**src/rtl/stopwatch_time_sender.sv**
```systemverilog
// Serialises a latched stopwatch time as an ASCII "HH:MM:SS.CC" frame (optionally CR LF)
// towards a UART transmitter using a valid/ready byte handshake.
module stopwatch_time_sender #(
    parameter int unsigned SEND_CRLF = 1
) (
    input  logic       clk,
    input  logic       rst,
    input  logic       i_send,
    input  logic [6:0] i_msec,
    input  logic [5:0] i_sec,
    input  logic [5:0] i_min,
    input  logic [4:0] i_hour,
    output logic [7:0] o_tx_data,
    output logic       o_tx_valid,
    input  logic       i_tx_ready,
    output logic       o_busy
);

    typedef enum logic {StIdle, StSend} state_e;

    localparam logic [3:0] LastIdx = (SEND_CRLF != 0) ? 4'd12 : 4'd10;

    state_e     state_q, state_d;
    logic [3:0] idx_q, idx_d;
    logic [4:0] hour_q, hour_d;
    logic [5:0] min_q, min_d;
    logic [5:0] sec_q, sec_d;
    logic [6:0] msec_q, msec_d;
    logic [7:0] tx_data_q, tx_data_d;
    logic       tx_valid_q, tx_valid_d;
    logic       busy_q, busy_d;

    logic [4:0] sat_hour;
    logic [5:0] sat_min, sat_sec;
    logic [6:0] sat_msec;

    assign sat_hour = (i_hour > 5'd23) ? 5'd23 : i_hour;
    assign sat_min  = (i_min > 6'd59) ? 6'd59 : i_min;
    assign sat_sec  = (i_sec > 6'd59) ? 6'd59 : i_sec;
    assign sat_msec = (i_msec > 7'd99) ? 7'd99 : i_msec;

    function automatic logic [7:0] ascii_digit(logic [6:0] v, logic tens);
        logic [6:0] d;
        d = tens ? (v / 7'd10) : (v % 7'd10);
        return 8'h30 + {1'b0, d};
    endfunction

    function automatic logic [7:0] frame_byte(logic [3:0] idx, logic [4:0] h, logic [5:0] m,
                                              logic [5:0] s, logic [6:0] c);
        logic [7:0] b;
        case (idx)
            4'd0:          b = ascii_digit({2'b00, h}, 1'b1);
            4'd1:          b = ascii_digit({2'b00, h}, 1'b0);
            4'd3:          b = ascii_digit({1'b0, m}, 1'b1);
            4'd4:          b = ascii_digit({1'b0, m}, 1'b0);
            4'd2, 4'd5:    b = 8'h3A;
            4'd6:          b = ascii_digit({1'b0, s}, 1'b1);
            4'd7:          b = ascii_digit({1'b0, s}, 1'b0);
            4'd8:          b = 8'h2E;
            4'd9:          b = ascii_digit(c, 1'b1);
            4'd10:         b = ascii_digit(c, 1'b0);
            4'd11:         b = 8'h0D;
            4'd12:         b = 8'h0A;
            default:       b = 8'h00;
        endcase
        return b;
    endfunction

    always_comb begin
        state_d    = state_q;
        idx_d      = idx_q;
        hour_d     = hour_q;
        min_d      = min_q;
        sec_d      = sec_q;
        msec_d     = msec_q;
        tx_data_d  = tx_data_q;
        tx_valid_d = tx_valid_q;
        busy_d     = busy_q;
        case (state_q)
            StIdle: begin
                if (i_send) begin
                    state_d    = StSend;
                    idx_d      = 4'd0;
                    hour_d     = sat_hour;
                    min_d      = sat_min;
                    sec_d      = sat_sec;
                    msec_d     = sat_msec;
                    // First byte comes straight from the inputs being latched this edge.
                    tx_data_d  = frame_byte(4'd0, sat_hour, sat_min, sat_sec, sat_msec);
                    tx_valid_d = 1'b1;
                    busy_d     = 1'b1;
                end
            end
            StSend: begin
                if (tx_valid_q && i_tx_ready) begin
                    if (idx_q == LastIdx) begin
                        state_d    = StIdle;
                        idx_d      = 4'd0;
                        tx_data_d  = 8'h00;
                        tx_valid_d = 1'b0;
                        busy_d     = 1'b0;
                    end else begin
                        idx_d     = idx_q + 4'd1;
                        tx_data_d = frame_byte(idx_q + 4'd1, hour_q, min_q, sec_q, msec_q);
                    end
                end
            end
            default: state_d = StIdle;
        endcase
    end

    always_ff @(posedge clk or negedge rst) begin
        if (!rst) begin
            state_q    <= StIdle;
            idx_q      <= 4'd0;
            hour_q     <= 5'd0;
            min_q      <= 6'd0;
            sec_q      <= 6'd0;
            msec_q     <= 7'd0;
            tx_data_q  <= 8'h00;
            tx_valid_q <= 1'b0;
            busy_q     <= 1'b0;
        end else begin
            state_q    <= state_d;
            idx_q      <= idx_d;
            hour_q     <= hour_d;
            min_q      <= min_d;
            sec_q      <= sec_d;
            msec_q     <= msec_d;
            tx_data_q  <= tx_data_d;
            tx_valid_q <= tx_valid_d;
            busy_q     <= busy_d;
        end
    end

    assign o_tx_data  = tx_data_q;
    assign o_tx_valid = tx_valid_q;
    assign o_busy     = busy_q;

endmodule

```
**config.mk**
```make
export PLATFORM = sky130hd
export DESIGN_NAME = stopwatch_time_sender
export DESIGN_NICKNAME = d
export VERILOG_FILES = /design/src/rtl/stopwatch_time_sender.sv
export SDC_FILE = /design/constraint.sdc
export NUM_CORES = 1
export LEC_CHECK = 0
export ABC_AREA = 1
export BUFFER_PORTS_ARGS = -buffer_cell sky130_fd_sc_hd__clkbuf_2
export CELL_PAD_IN_SITES_DETAIL_PLACEMENT = 1
export CELL_PAD_IN_SITES_GLOBAL_PLACEMENT = 1
export CORE_UTILIZATION = 42
export DETAILED_ROUTE_END_ITERATION = 8
export PLACE_DENSITY_LB_ADDON = 0.1
export REMOVE_ABC_BUFFERS = 1
export SLEW_MARGIN = 20
export SYNTH_ARGS = -nofsm -noshare
export SYNTH_HDL_FRONTEND = slang
export SYNTH_SLANG_ARGS = --single-unit
```
**constraint.sdc**
```tcl
create_clock -name clk -period 2.95 [get_ports clk]
set_input_delay 0.1475 -clock clk [delete_from_list [all_inputs] [get_ports clk]]
set_output_delay 0.1475 -clock clk [all_outputs]
set_load 0.02 [all_outputs]
```
==> metrics.txt <==
Post-Syn Area=around 0.0034 sq mm; RSZ-0062 raised after global routing=no; Vias/cell=5.182; GRT Total Usage=24.66%; biggest cell delay along the critical path=around 0.37 ns; crit end category=flip-flop; FF-to-FF Start=hour_q[2]; syn avg cell area=around 6.7 sq um; violated checks=hold timing; max_cap viols=0; WP data required=3.12 ns; DRC viols=0; ratio of cells with drive above 1 in the final layout=between 20% and 30%; placed insts=approximately 640; #FFs+latches synth=38; Die Y=slightly above 90 um; Post-synth ARST share=between 90% and 100%; synth unique cells=44; leading cell types in the layout, fill and taps excluded=139 x nand2_1, 61 x inv_1, 43 x nand3_1, 39 x o21ai_0, 38 x dfrtp_1; reg-to-reg setup timing slack=0.21 ns; Stages on worst setup path=23; CP startpoint kind=flip-flop; hpwl dp=7766 um; CTS root buf=clkbuf_8; fin. max-slew vios=0; final core occ=between 40% and 50%; delay-heaviest family, CP=simple AND/OR/NAND/NOR gates; min Tclk post-route=~2.7 ns; Cell Count, Final, Fillers Out=approximately 650; core area=between 0.007 and 0.008 sq mm; Layout Nets=589; CTS Sinks=38; max_slew headroom=between 30% and 40%; Port Buffers=37; Die X=slightly above 90 um; Hold Path Class=primary input to asynchronous set/reset pin; Initial Utilization=between 40 and 50%; WP buf/inv=6; ant diodes=0; grt ovf=0; I/O pins=38; hold slack=-0.01888 ns; total power=between 5000 and 6000 uW; slowest stage cell on the critical path=dfrtp_1; status=finished, violations left; R2R cell count=23; antenna violations before repair=0; crit-path max FO=7; Post-synth EDFFs=0; row cnt=32; total CTS buffers=5; CTS Hold Bufs=0; Worst path most repeated cell=nand2_1; DR iter-0 viols=about 110; Critical Path, Cell by Cell=inv_1 > ha_1 > inv_1 > ha_2 > inv_2 > nand2_4 > nand2_1 > and2_2 > ha_1 > inv_1 > nand2_1 > inv_2 > nor2_4 > nand2_2 > nand2_2 > nor2_2 > inv_1 > nand2_1 > nor2_2 > nand2_1 > nand3_1 > nand2_1 > a21oi_1; TNS Setup=0 ns; final hold violations=15; crit path DAT=roughly 2.9 ns; H-tree levels=2; clock skew=~0.0035 ns; clk buf depth=2; WL final=9645 um; peak supply drop=just over 500 uV; Worst Tran Pin Value=between 0.9 and 1 ns; largest net degree at the start of global routing=44; Final ANT Viol Nets=0; Die Footprint=roughly 0.0084 sq mm; YS warnings=0; PwrDens=1399 mW/mm^2; vias in the first global route=between 3000 and 4000; Clk Latency, worst-skew pair=~0.30 ns; Placer Congestion=between 0.9 and 1; Max Freq=between 300 and 400 MHz; CP Class=flip-flop to flip-flop; predominant post-synthesis flop cell=dfrtp_1; vias=around 3400; Leak=0.001987 uW; first-pass GRT wire length=around 16000 um; clk slew on worst S/H paths=0.08 ns; critical path endpoint=o_tx_data[5]; WL/cell=14.88 um; crit path from=hour_q[2]; # setup viols final=0; most common cell after layout, fill and taps aside=nand2_1; Fill cells=1059; TritonCTS clock tree=done; Area Growth Syn to Fin=12.07%; reg2reg end=o_tx_data[5]; Post-Syn Instances=a little over 500; number of iterations in the first detailed-routing pass=4; Seq/Total Area, Yosys=between 20% and 30%; Tcrit/Tclk final=roughly 93%
## logic make-up after synthesis
| logic type | Yosys count | share of synthesized area (%) |
|---|---|---|
| and+or+nand+nor | 276 | 39.79 |
| AOI/OAI and AO/OA | 85 | 14.64 |
| buffers and inverters | 85 | 9.584 |
| DFF | 38 | 28.23 |
| adders and majority gates | 16 | 5.943 |
| xor gates and xnor gates | 4 | 1.821 |
## per-layer routing
metal / up-vias / GRT usage [%] / share of wire, % / wire length, um
met5: - / 0 / 0 / 0
met4: 0 / 7.407 / 1.9 / 186
met3: 16 / 2.848 / 2.1 / 200
met2: 44 / 44.86 / 49 / 4720
met1: 1591 / 30.19 / 47 / 4538
li1: 1707 / - / - / -
## layout make-up
| type | count | area, sq um | share of cell area (%) |
|---|---|---|---|
| Multi-Input combinational cell | 381 | 2101 | 55.65 |
| Sequential cell | 38 | 950.9 | 25.19 |
| Inverter | 79 | 296.5 | 7.855 |
| Timing Repair Buffer | 40 | 207.7 | 5.502 |
| Tap cell | 102 | 127.6 | 3.381 |
| Clock buffer | 7 | 86.33 | 2.287 |
| Clock inverter | 1 | 5.005 | 0.1326 |
## state kept, by name, summed over array words and instances, names as in the netlist
signal,flops
msec_q,7
min_q,6
idx_q,4
state_q,1
o_tx_data,8
hour_q,5
o_tx_valid,1
sec_q,6
## what timing repair did
item,4_1_cts,5_1_grt
buffers inserted,0,2
hold endpoints to repair,0,0
setup endpoints to repair,0,8
resized for setup,0,6
## power breakdown
| part | switching, uW | leakage, uW | internal [uW] |
|---|---|---|---|
| combinational | 2600 | 0.00148 | 1310 |
| sequential | 220 | 0.000461 | 757 |
| clock | 203 | 0.0000482 | 189 |
| total | 3030 | 0.00199 | 2250 |
## through the flow
stage / area, sq um / setup WS, ns
6_report: 3775 / 0.2068
5_1_grt: 3775 / 0.002587
4_1_cts: 3754 / 0.04487
3_5_place_dp: 3662 / 0.06206
3_3_place_gp: 3662 / 0.3112
2_1_floorplan: 3342 / 0.4752
## cell usage after synthesis (2+ instances only)
cell      count  area share (%)
o21ai_2       6             1.6
nor2_1       35             3.9
inv_2        13             1.4
nand2_4       7             2.3
nand4_1      10             1.9
clkbuf_1      5            0.56
inv_1        64             7.1
ha_1         16             5.9
nor2_2        5            0.93
nand3_2       8             2.4
nor3_1        2            0.30
o21ai_0      39             5.8
dfrtp_1      38              28
nand2_2      15             2.8
clkinv_1      2            0.22
a21oi_2       3            0.78
o21ai_1       6            0.89
o211ai_1      4            0.89
a21oi_1      17             2.5
nand3_1      43             6.4
a31oi_1       3            0.56
nor2_4        3             1.0
nand2_1     139              15
## how the worst min path moves through the flow
| stage | from | endpoint | slack, ns | cells after the start |
|---|---|---|---|---|
| 2_1_floorplan | rst | hour_q[0] | -0.15 | 0 |
| 3_3_place_gp | i_min[4] | min_q[4] | 0.37 | 3 |
| 3_5_place_dp | i_sec[4] | sec_q[4] | 0.38 | 3 |
| 4_1_cts | rst | sec_q[0] | 0.06 | 1 |
| 5_1_grt | rst | sec_q[0] | 0.06 | 1 |
| 6_report | rst | msec_q[5] | -0.02 | 1 |
## worst register-to-register path: cells and delay by family (launching register included)
| family | cells | cell delay (ns) |
|---|---|---|
| compound gates | 1 | 0.06 |
| fa+ha+maj | 3 | 0.58 |
| buf+inv | 6 | 0.41 |
| flops | 1 | 0.37 |
| simple gates | 13 | 1.20 |
Note: power is estimated with default switching activity, not from simulation.
